**src/rtl/rf_wb_pkg.sv**
```systemverilog
// rtl/rf_wb_pkg.sv - shared constants and types for the register-file writeback arbiter
package rf_wb_pkg;

   localparam int RF_RAW  = 5;
   localparam int RF_XLEN = 32;

   // Requester indices on the shared writeback port
   localparam int WB_ALU = 0;
   localparam int WB_LSU = 1;
   localparam int WB_MDU = 2;

   typedef struct packed {
      logic [RF_RAW-1:0]  rd;
      logic [RF_XLEN-1:0] wdata;
   } wb_req_t;

endpackage

```
**src/rtl/rf_wb_arbiter_rr.sv**
```systemverilog
// rtl/rf_wb_arbiter_rr.sv - N-way round-robin grant starting the search at ptr
module rr_arbiter #(
   parameter int N  = 3,
   parameter int IW = 2
) (
   input  logic [N-1:0]  req,
   input  logic [IW-1:0] ptr,
   output logic [N-1:0]  grant,
   output logic [IW-1:0] grant_idx
);

   logic found;
   int   idx;

   // First requester found walking ptr, ptr+1, ... wins; at most one grant bit
   always_comb begin
      grant     = '0;
      grant_idx = '0;
      found     = 1'b0;
      idx       = 0;
      for (int k = 0; k < N; k++) begin
         idx = (int'(ptr) + k) % N;
         if (!found && req[idx]) begin
            grant[idx] = 1'b1;
            grant_idx  = IW'(idx);
            found      = 1'b1;
         end
      end
   end

endmodule

```
**src/rtl/rf_wb_arbiter.sv**
```systemverilog
// rtl/rf_wb_arbiter.sv - round-robin RF writeback arbiter, registered write stage, optional RF_WB_SCOREBOARD_EN hazard scoreboard
module rf_wb_arbiter
   import rf_wb_pkg::*;
#(
   parameter int N_REQ = 3,
   parameter int XLEN  = RF_XLEN,
   parameter int RAW   = RF_RAW
) (
   input  logic                  clk,
   input  logic                  rst,
   input  logic [N_REQ-1:0]      req_valid,
   output logic [N_REQ-1:0]      req_ready,
   input  logic [N_REQ*RAW-1:0]  req_rd,
   input  logic [N_REQ*XLEN-1:0] req_wdata,
   output logic                  rf_we,
   output logic [RAW-1:0]        rf_rd,
   output logic [XLEN-1:0]       rf_wdata,
   input  logic                  iss_valid,
   input  logic [RAW-1:0]        iss_rd,
   output logic                  iss_ready,
   input  logic [RAW-1:0]        rs1,
   input  logic [RAW-1:0]        rs2,
   output logic                  rs1_busy,
   output logic                  rs2_busy
);

   localparam int PW = (N_REQ > 1) ? $clog2(N_REQ) : 1;

   logic [PW-1:0]    rr_ptr;
   logic [N_REQ-1:0] arb_req;
   logic [N_REQ-1:0] grant;
   logic [PW-1:0]    grant_idx;
   logic             granted;
   logic [RAW-1:0]   grant_rd;
   logic [XLEN-1:0]  grant_wdata;

   // No requester is accepted while reset is held
   assign arb_req   = rst ? '0 : req_valid;
   assign req_ready = grant;
   assign granted   = |grant;

   assign grant_rd    = req_rd[int'(grant_idx)*RAW +: RAW];
   assign grant_wdata = req_wdata[int'(grant_idx)*XLEN +: XLEN];

   rr_arbiter #(
      .N  (N_REQ),
      .IW (PW)
   ) u_rr (
      .req       (arb_req),
      .ptr       (rr_ptr),
      .grant     (grant),
      .grant_idx (grant_idx)
   );

   // Priority pointer moves just past the requester that was served
   always_ff @(posedge clk) begin
      if (rst)
         rr_ptr <= '0;
      else if (granted)
         rr_ptr <= (int'(grant_idx) == N_REQ - 1) ? '0 : grant_idx + PW'(1);
   end

   // Write stage: register the granted write; x0 writes are swallowed here
   always_ff @(posedge clk) begin
      if (rst) begin
         rf_we    <= 1'b0;
         rf_rd    <= '0;
         rf_wdata <= '0;
      end else if (granted) begin
         rf_we    <= (grant_rd != '0);
         rf_rd    <= grant_rd;
         rf_wdata <= grant_wdata;
      end else begin
         rf_we    <= 1'b0;
      end
   end

`ifdef RF_WB_SCOREBOARD_EN
   localparam int NREG = 1 << RAW;

   logic [NREG-1:0] pending;
   logic [NREG-1:0] pending_nxt;

   // A register being retired this cycle still blocks a new issue to it
   assign iss_ready = !rst && !pending[iss_rd];
   assign rs1_busy  = pending[rs1];
   assign rs2_busy  = pending[rs2];

   // Clear on commit, then set on issue so a same-cycle set wins; x0 never tracked
   always_comb begin
      pending_nxt = pending;
      if (rf_we)
         pending_nxt[rf_rd] = 1'b0;
      if (iss_valid && iss_ready && (iss_rd != '0))
         pending_nxt[iss_rd] = 1'b1;
      pending_nxt[0] = 1'b0;
   end

   // Pending-destination register
   always_ff @(posedge clk) begin
      if (rst)
         pending <= '0;
      else
         pending <= pending_nxt;
   end
`else
   logic unused_sb;

   assign unused_sb = ^{iss_valid, iss_rd, rs1, rs2};
   assign iss_ready = !rst;
   assign rs1_busy  = 1'b0;
   assign rs2_busy  = 1'b0;
`endif

endmodule

```
**config.mk**
```make
export PLATFORM = sky130hd
export DESIGN_NAME = rf_wb_arbiter
export DESIGN_NICKNAME = d
export VERILOG_FILES = /design/src/rtl/rf_wb_pkg.sv /design/src/rtl/rf_wb_arbiter_rr.sv /design/src/rtl/rf_wb_arbiter.sv
export SDC_FILE = /design/constraint.sdc
export NUM_CORES = 1
export LEC_CHECK = 0
export BUFFER_PORTS_ARGS = -buffer_cell sky130_fd_sc_hd__buf_2
export CORE_UTILIZATION = 42
export DETAILED_ROUTE_END_ITERATION = 7
export GPL_TIMING_DRIVEN = 0
export PLACE_DENSITY = 0.81
export SLEW_MARGIN = 15
export SYNTH_ARGS = -nofsm -noshare
export SYNTH_HDL_FRONTEND = slang
export SYNTH_HIERARCHICAL = 1
export SYNTH_SLANG_ARGS = --single-unit
```
**constraint.sdc**
```tcl
create_clock -name clk -period 3 [get_ports clk]
set_input_delay 0.15 -clock clk [delete_from_list [all_inputs] [get_ports clk]]
set_output_delay 0.15 -clock clk [all_outputs]
set_load 0.1 [all_outputs]
```
# Word level (Yosys, flattened, before mapping)
# Index checks and enable logic that the tools add are counted.
word_totals:
  word_cells: 59
  output_inout_bits: 44
  register_bits: 40
  input_bits: 132
classes:
  n_eq_ne: 1
  n_reduce_logical: 11
  multipliers: 1
  n_mux: 25
  n_lt_le_gt_ge: 6
  div_mod_pow: 3
  addsub: 3
  bitwise_logic: 3
  n_shift: 2
op_table:
  columns: ["operator", "n"]
  rows:
  - ["$ge A32 B1 Y1 const B", 3]
  - ["$lt A32 B4 Y1 const B", 3]
  - ["$shiftx A96 B8 Y32", 1]
  - ["$mod A32 B3 Y32 const B", 2]
  - ["$mod A3 B3 Y32 const B", 1]
  - ["$shiftx A15 B6 Y5", 1]
  - ["$mux W3", 4]
  - ["$mux W1", 11]
  - ["$mux W2", 4]
  - ["$bmux W1 S2", 3]
  - ["$demux W1 S2", 3]
  - ["$or A3 B3 Y3", 2]
  - ["$logic_and A1 B1 Y1", 5]
  - ["$mul A2 B3 Y5 const B", 1]
  - ["$reduce_bool A5 Y1", 1]
  - ["$add A2 B1 Y3 const B", 1]
  - ["$add A2 B2 Y3 const B", 1]
  - ["$logic_not A1 Y1", 3]
  - ["$reduce_or A3 Y1", 1]
  - ["$add A2 B1 Y2 const B", 1]
  - ["$eq A2 B2 Y1 const B", 1]
  - ["$reduce_or A2 Y1", 1]
  - ["$not A1 Y1", 1]

# Logic depth before layout (Yosys ltp)
# Gate-level depths: netlist of run 1.
logic_depth:
  depth_word: 14
  depth_mapped: 13

# Modules after synthesis
# The synthesis of run 1 kept the hierarchy.
modules_own_cells:
  columns: ["module", "area_per_inst_um2", "n_inst", "cells_per_inst", "seq_area_each_um2"]
  rows:
  - ["rf_wb_arbiter", 2213.4, 1, 258, 800.8]
  - ["rr_arbiter", 332.8, 1, 52, 0.0]

# Worst setup path before layout of run 1
# Ideal clock, no wire load.
synth_path:
  path_type: "reg2reg"
  start: "reg rr_ptr[0]"
  end: "reg rf_wdata[0]"
  synth_period_minus_slack_ns: 4.172
  required_ns: 2.922
  n_path_buf: 3
  setup_ns: 0.078
  arrival_time_ns: 4.094
  setup_slack_ns: -1.172
  stages_incl_launch_ff: 13
  cell_sequence: "dfxtp_1 -> inv_1 -> ha_1 -> buf_6 -> or3b_1 -> o22ai_1 -> nand3_1 -> a31oi_1 -> or3_4 -> buf_6 -> clkbuf_1 -> nor2_1 -> nor3_1"
synth_via:
  elab_chain_cells: 12
synth_rtl:
  columns: ["element", "line_no", "source"]
  rows:
  - ["from (decl)", "rf_wb_arbiter.sv:29", "logic [PW-1:0] rr_ptr;"]
  - ["from (signal assigned)", "rf_wb_arbiter.sv:60", "rr_ptr <= (int'(grant_idx) == N_REQ - 1) ? '0 : grant_idx + PW'(1);"]
  - ["branches (longest 10 deep; another with $mod A32 B3 Y32)", null, null]
  - ["$mux W3 *", "rf_wb_arbiter_rr.sv:23", "if (!found && req[idx]) begin"]
  - ["net req_ready[0]", "rf_wb_arbiter.sv:12", "output logic [N_REQ-1:0] req_ready,"]
  - ["$reduce_or A3 Y1 *", "rf_wb_arbiter.sv:40", "assign granted = |grant;"]
  - ["to (signal assigned)", "rf_wb_arbiter.sv:72", "rf_wdata <= grant_wdata;"]
  - ["to (decl)", "rf_wb_arbiter.sv:17", "output logic [XLEN-1:0] rf_wdata,"]
# Mark *: on every way through the listed nets, which the timed path passes. The select of a mux whose other input is x is not followed.
# A chain may end at the register's enable or synchronous reset.

# Final worst setup path of run 1
layout_path:
  start: "reg rr_ptr[1]"
  end: "reg rf_wdata[16]"
layout_via:
  elab_chain_cells: 12
layout_rtl:
  columns: ["element", "line_no", "source"]
  rows:
  - ["branches (longest 10 deep; another with $mod A32 B3 Y32)", null, null]
  - ["$mux W2 *", "rf_wb_arbiter_rr.sv:23", null]
  - ["net grant_idx[1]", "rf_wb_arbiter.sv:32", "logic [PW-1:0] grant_idx;"]
  - ["$shiftx A96 B8 Y32 *", "rf_wb_arbiter.sv:43", "assign grant_wdata = req_wdata[int'(grant_idx)*XLEN +: XLEN];"]
# Marks and branches as above.

==> reports/results.ini, run 1 <==
[global_routing]
antenna_found_initial=0
gr-total-overflow=0
grt_pass1_vias=2722
grt_start_max_net_pins=14
grt_pass1_wl_um=12190
track_usage=0.2460

[synthesis]
synth-simple-area-share=0.2339
ys_seq_elements=40
synthAdderAreaFrac=0.01966
synth-edff-count=0
synth_cells=310
synth_top_area_frac=0.3145
syn-cell-area_um2=2546
avgSynthCellArea_um2=8.214
synth_area_leaders=dfxtp_1, mux2i_1, nor2_1, a211oi_1, a221oi_2
synth-xor-area-share=0
synthMostInstantiatedCell=nor2_1
synth_common_cells=nor2_1, dfxtp_1, mux2i_1
yosysTopAreaCell=dfxtp_1
synthArstFlopShare=0
ys_types=36
synthMuxAreaShare=0.1224
yosysSeqAreaShare=0.3145
synth-compound-area-share=0.2231
synth_top_family_by_area=simple AND/OR/NAND/NOR gates
yosysWarningCount=6
yosys_most_used_dff=dfxtp_1

[hold_path]
hold_start=req_wdata[44]
whs_path_depth=3
hold_path.class=primary input to register
min_to=rf_wdata[12]$_SDFFE_PP0P_

[layout]
fin_util=0.6484
fin_area_um2=3680
nNetsFinal=618
n_antenna_cell=0
drive_gt1_frac=0.4534
syn2layout_area_growth_pct=44.52

[floorplan]
initial_utilization=0.4486
design.core.area_um2=5675
die_area_um2=6378
die_h_um=79.86
num_rows=27
pin_count=176
die_w_um=79.86

[sta]
drv_slew=0
period_share=0.9600
rsz0062_at_grt=no
fin_ws_ns=0.1201
worstMarginPinSlew_ns=0.5867
hold_viol_final=0
finalCriticalPeriod_ns=2.880
whs_ns=0.09373
max_freq_mhz=347.2
finClkSkew_ns=0.009280
setup_viol=0
slew_headroom=0.6076

[run]
cap_violations=0

[clock_tree]
cts.path.max_buffers=2
h-tree-depth=2
cts_inserted_buffers=5
cts_sinks=40
clock_latency_ns=0.28
hold_buffers=0
clk_pin_slew_worst_paths_ns=0.08
root_buffer=clkbuf_8
cts_tree=yes

[critical_path]
r2r-start=rr_ptr[1]$_SDFFE_PP0P_
path_common_cell=buf_6
ff2ff_path_depth=13
cp-end-kind=register
critPathRequiredTime_ns=3.16
cp_slowest_cell=mux2_2
path_buf_inv=4
crit_path_start_kind=register
cpPeakStageDelay_ns=0.37
cp.depth=13
r2r_setup_slack_ns=0.12
critPathTopFamily=multiplexers
path_cells=inv_1 > ha_1 > buf_4 > mux2_2 > mux2i_4 > o211ai_1 > o21ai_2 > buf_6 > buf_6 > mux2i_1 > nor2_1 > a211oi_1 > nor3_2
path_class=register to register
timing.rr.end=rf_wdata[16]$_SDFFE_PP0P_
cp_data_arrival_time_ns=3.04
cp_max_fo=10

[route]
drc=0
drt-total-wl_um=8331
routedWlPerCell_um=15.01
antenna_left=0
dr.pass1.iters=4
viasPerCell=5.279
via_count=2930
drtIter0Drc=91

[placed_design]
placed_cell_area_um2=3460
place_congestion=0.8899
place_hpwl_um=6455
port_buffers=156
dp_slack_ns=-0.1556

[run_status]
status=completed

==> tightest hold or removal path, delay by kind of cell <==
family                 cells  cell delay, ns
buffers and inverters      1            0.09
AO/OA/AOI/OAI              1            0.05
AND/OR/NAND/NOR            1            0.05
==> how the worst max path moves through the flow <==
stage	start	endpoint	slack, ns
final	rr_ptr[1]$_SDFFE_PP0P_	rf_wdata[16]$_SDFFE_PP0P_	0.12
after global routing	rr_ptr[1]$_SDFFE_PP0P_	rf_wdata[29]$_SDFFE_PP0P_	0.01
after floorplan	rr_ptr[0]$_SDFFE_PP0P_	rf_wdata[22]$_SDFFE_PP0P_	0.02
after global placement	rr_ptr[1]$_SDFFE_PP0P_	rf_we$_SDFF_PP0_	-0.03
after detailed placement	rr_ptr[1]$_SDFFE_PP0P_	rf_we$_SDFF_PP0_	-0.16
after CTS	rr_ptr[0]$_SDFFE_PP0P_	rf_we$_SDFF_PP0_	0.04
==> cells in the final DEF, fill, tap and decap left out, types with 4 or more instances in the layout <==
master	instances
a21oi_1	17
buf_2	161
inv_1	7
clkbuf_8	5
nand2_1	20
nor2_1	55
o2bb2ai_1	4
and3_1	9
clkbuf_1	7
mux2i_1	29
ha_1	4
o21ai_0	5
a211oi_1	22
dfxtp_1	39
buf_6	9
nor3_1	21
buf_4	11
a221oi_2	9
nor2b_1	6
==> sequential cells by signal, summed over array words and instances (netlist names) <==
| name | flops |
|---|---|
| rf_we | 1 |
| rf_wdata | 32 |
| rf_rd | 5 |
| rr_ptr | 2 |
==> cell type report <==
class	instances	area (µm²)
repair buffers	164	838.3
clock buffers	5	68.82
clock inverters	3	42.54
inverters	7	26.28
plain buffers	28	205.2
fillers	477	1996
well taps	72	90.09
flip-flops and latches	40	802.0
multi-input cells	236	1607
==> cells by family after synthesis <==
kind of cell | count (synthesis)
AO/OA/AOI/OAI | 75
adder cells (fa/ha/maj) | 4
buffers and inverters | 35
flip-flops | 40
multiplexers | 31
other | 1
AND/OR/NAND/NOR | 124
==> per-layer routing <==
metal / wire [µm] / vias up / global-route usage
met5: 0 / - / 0
met3: 712 / 13 / 0.05143
met1: 3279 / 1301 / 0.2718
met2: 4220 / 163 / 0.4761
li1: - / 1453 / -
met4: 119 / 0 / 0.05179
==> stage by stage <==
stage | cells | TNS (ns)
finish | 555 | 0
global route | 555 | 0
CTS | 547 | 0
detailed placement | 539 | -1.418
global placement | 539 | -0.04218
floorplan | 311 | 0
==> timing repair <==
item | CTS | global route
gates resized for setup | 6 | 8
setup endpoints to repair | 22 | 21
pin swaps | 0 | 1
setup buffers | 0 | 7
cloned | 0 | 1
Power of run 1 is left out: the tool's default activity adds up to more than one toggle a clock period on the data nets, which glitch-free logic cannot reach.
==> inputs of run 2 (changes only) <==
CTS_BUF_LIST = sky130_fd_sc_hd__clkbuf_8 sky130_fd_sc_hd__clkbuf_16   (was not set)
GPL_TIMING_DRIVEN = not set   (was 0)
==> run 2 against run 1 <==
Net effect:
- hold slack better by 0.0021 ns
- core utilization is 2.1 points lower
- clock skew is 0.0030 ns higher
- wire length is 6.1% lower
- design area is 3.2% lower
- non-clock buffer count is 20 lower
- via count is 2.4% lower
- sequential share of layout area is 0.73 points higher
- critical path type unchanged
- critical endpoint is now rr_ptr[1]$_SDFFE_PP0P_
- largest cell class unchanged
==> reports/results.ini, run 2 (same netlist as run 1, synthesis figures left out) <==
[layout]
reg_top3=rf_wdata (32), rf_rd (5), rr_ptr (2)
n_antenna_cell=0
syn2layout_area_growth_pct=39.85
mostFrequentLayoutCells=buf_2, nor2_1, dfxtp_1, mux2i_1, a211oi_1
nNetsFinal=598
top_register=rf_wdata
drive_gt1_frac=0.4363
fillers=520
largest_reg_flops=32
mostFrequentLayoutCell=buf_2

[route]
dr.pass1.iters=4
via_count=2860
routedWlPerCell_um=14.61
drc=0
drt-total-wl_um=7819
antenna_left=0
viasPerCell=5.346
drtIter0Drc=69

[sta]
finalCriticalPeriod_ns=2.761
slew_headroom=0.6569
rsz0062_at_grt=no
setup_viol=0
drv_slew=0
period_share=0.9203
hold_viol_final=0
tns_ns=0
finClkSkew_ns=0.01228
max_freq_mhz=362.2
worstMarginPinSlew_ns=0.5135

[critical_path]
cp-end-kind=register
r2r-start=rr_ptr[0]$_SDFFE_PP0P_
cp_max_fo=24
cp_data_arrival_time_ns=2.94
crit_path_start=rr_ptr[0]$_SDFFE_PP0P_
crit_path_start_kind=register
r2r_setup_slack_ns=0.24
worstSetupEndpoint=rr_ptr[1]$_SDFFE_PP0P_
path_class=register to register
timing.rr.end=rr_ptr[1]$_SDFFE_PP0P_
ff2ff_path_depth=10
critPathRequiredTime_ns=3.18

[global_routing]
grt_pass1_wl_um=12160
grt_start_max_net_pins=31
antenna_found_initial=0
grt_pass1_vias=2682
gr-total-overflow=0
track_usage=0.2452

[floorplan]
initial_utilization=0.4486
die_h_um=79.86
pin_count=176
design.core.area_um2=5675
die_area_um2=6378
num_rows=27
die_w_um=79.86

[run]
cap_violations=0

[clock_tree]
cts_inserted_buffers=5
postCtsSetupRepairBufs=0
cts_tree=yes
clock_latency_ns=0.29
h-tree-depth=2
hold_buffers=0
root_buffer=clkbuf_8
cts.path.max_buffers=2
clk_pin_slew_worst_paths_ns=0.08
cts_sinks=40

[placed_design]
place_congestion=0.8983
place_hpwl_um=6030
port_buffers=157

[run_status]
status=completed

[hold_path]
hold_path.class=primary input to register
hold_start=req_wdata[44]

[run 2: cell types whose count changed in the layout (fill, tap and decap cells not counted), sizes merged]
| cell | change |
|---|---|
| inv | +1 |
| clkbuf | -11 |
| clkinvlp | -1 |
| buf | -9 |
[run 2: routing by layer]
| layer | share of wire | GRT usage |
|---|---|---|
| met5 | 0 | 0 |
| met4 | 0.014 | 0.09464 |
| met3 | 0.085 | 0.05371 |
| met2 | 0.51 | 0.4641 |
| met1 | 0.39 | 0.2610 |
[run 2: layout make-up]
type	count	area, µm²	share of cell area
flip-flops and latches	40	802.0	0.2252
multi-input cells	236	1584	0.4448
clock inverters	3	38.79	0.01089
well taps	72	90.09	0.02530
repair buffers	172	950.9	0.2670
inverters	7	26.28	0.007379
clock buffers	5	68.82	0.01933
[run 2: worst min-delay path by stage]
stage / end / slack, ns / depth (start not counted)
2_1_floorplan: rf_wdata[11]$_SDFFE_PP0P_ / 0.29 / 2
5_1_grt: rf_wdata[14]$_SDFFE_PP0P_ / 0.11 / 3
3_3_place_gp: rf_wdata[9]$_SDFFE_PP0P_ / 0.39 / 3
6_report: rf_wdata[12]$_SDFFE_PP0P_ / 0.1 / 3
3_5_place_dp: rf_wdata[12]$_SDFFE_PP0P_ / 0.40 / 3
4_1_cts: rf_wdata[12]$_SDFFE_PP0P_ / 0.09 / 3
[run 2: per-stage QoR]
step	util	hold WS [ns]	setup WS, ns	instances	instance area, µm²
floorplan	-	0.2860	0.01728	311	2589
global placement	0.6082	0.3922	0.1961	527	3452
detailed placement	0.6082	0.4015	0.1424	527	3452
CTS	0.6272	0.08978	0.1116	535	3560
global route	0.6274	0.1053	0.01165	535	3561
finish	0.6274	0.09584	0.2392	535	3561
[run 2: repair_timing]
item,4_1_cts,5_1_grt
gates resized for setup,0,2
endpoints found under the hold margin,0,0
endpoints found under the setup margin,0,11
[run 2: worst max-delay path, stage by stage (launching register included)]
cell and delay [ns]:
dfxtp_2 0.36, inv_1 0.06, ha_1 0.43, o21ai_0 0.19, o21ai_0 0.08, o21ai_0 0.40, a21oi_4 0.08, or3_4 0.54
and2_2 0.31, a21oi_1 0.14, nor2_1 0.05
Power of run 2 is left out for the same reason.
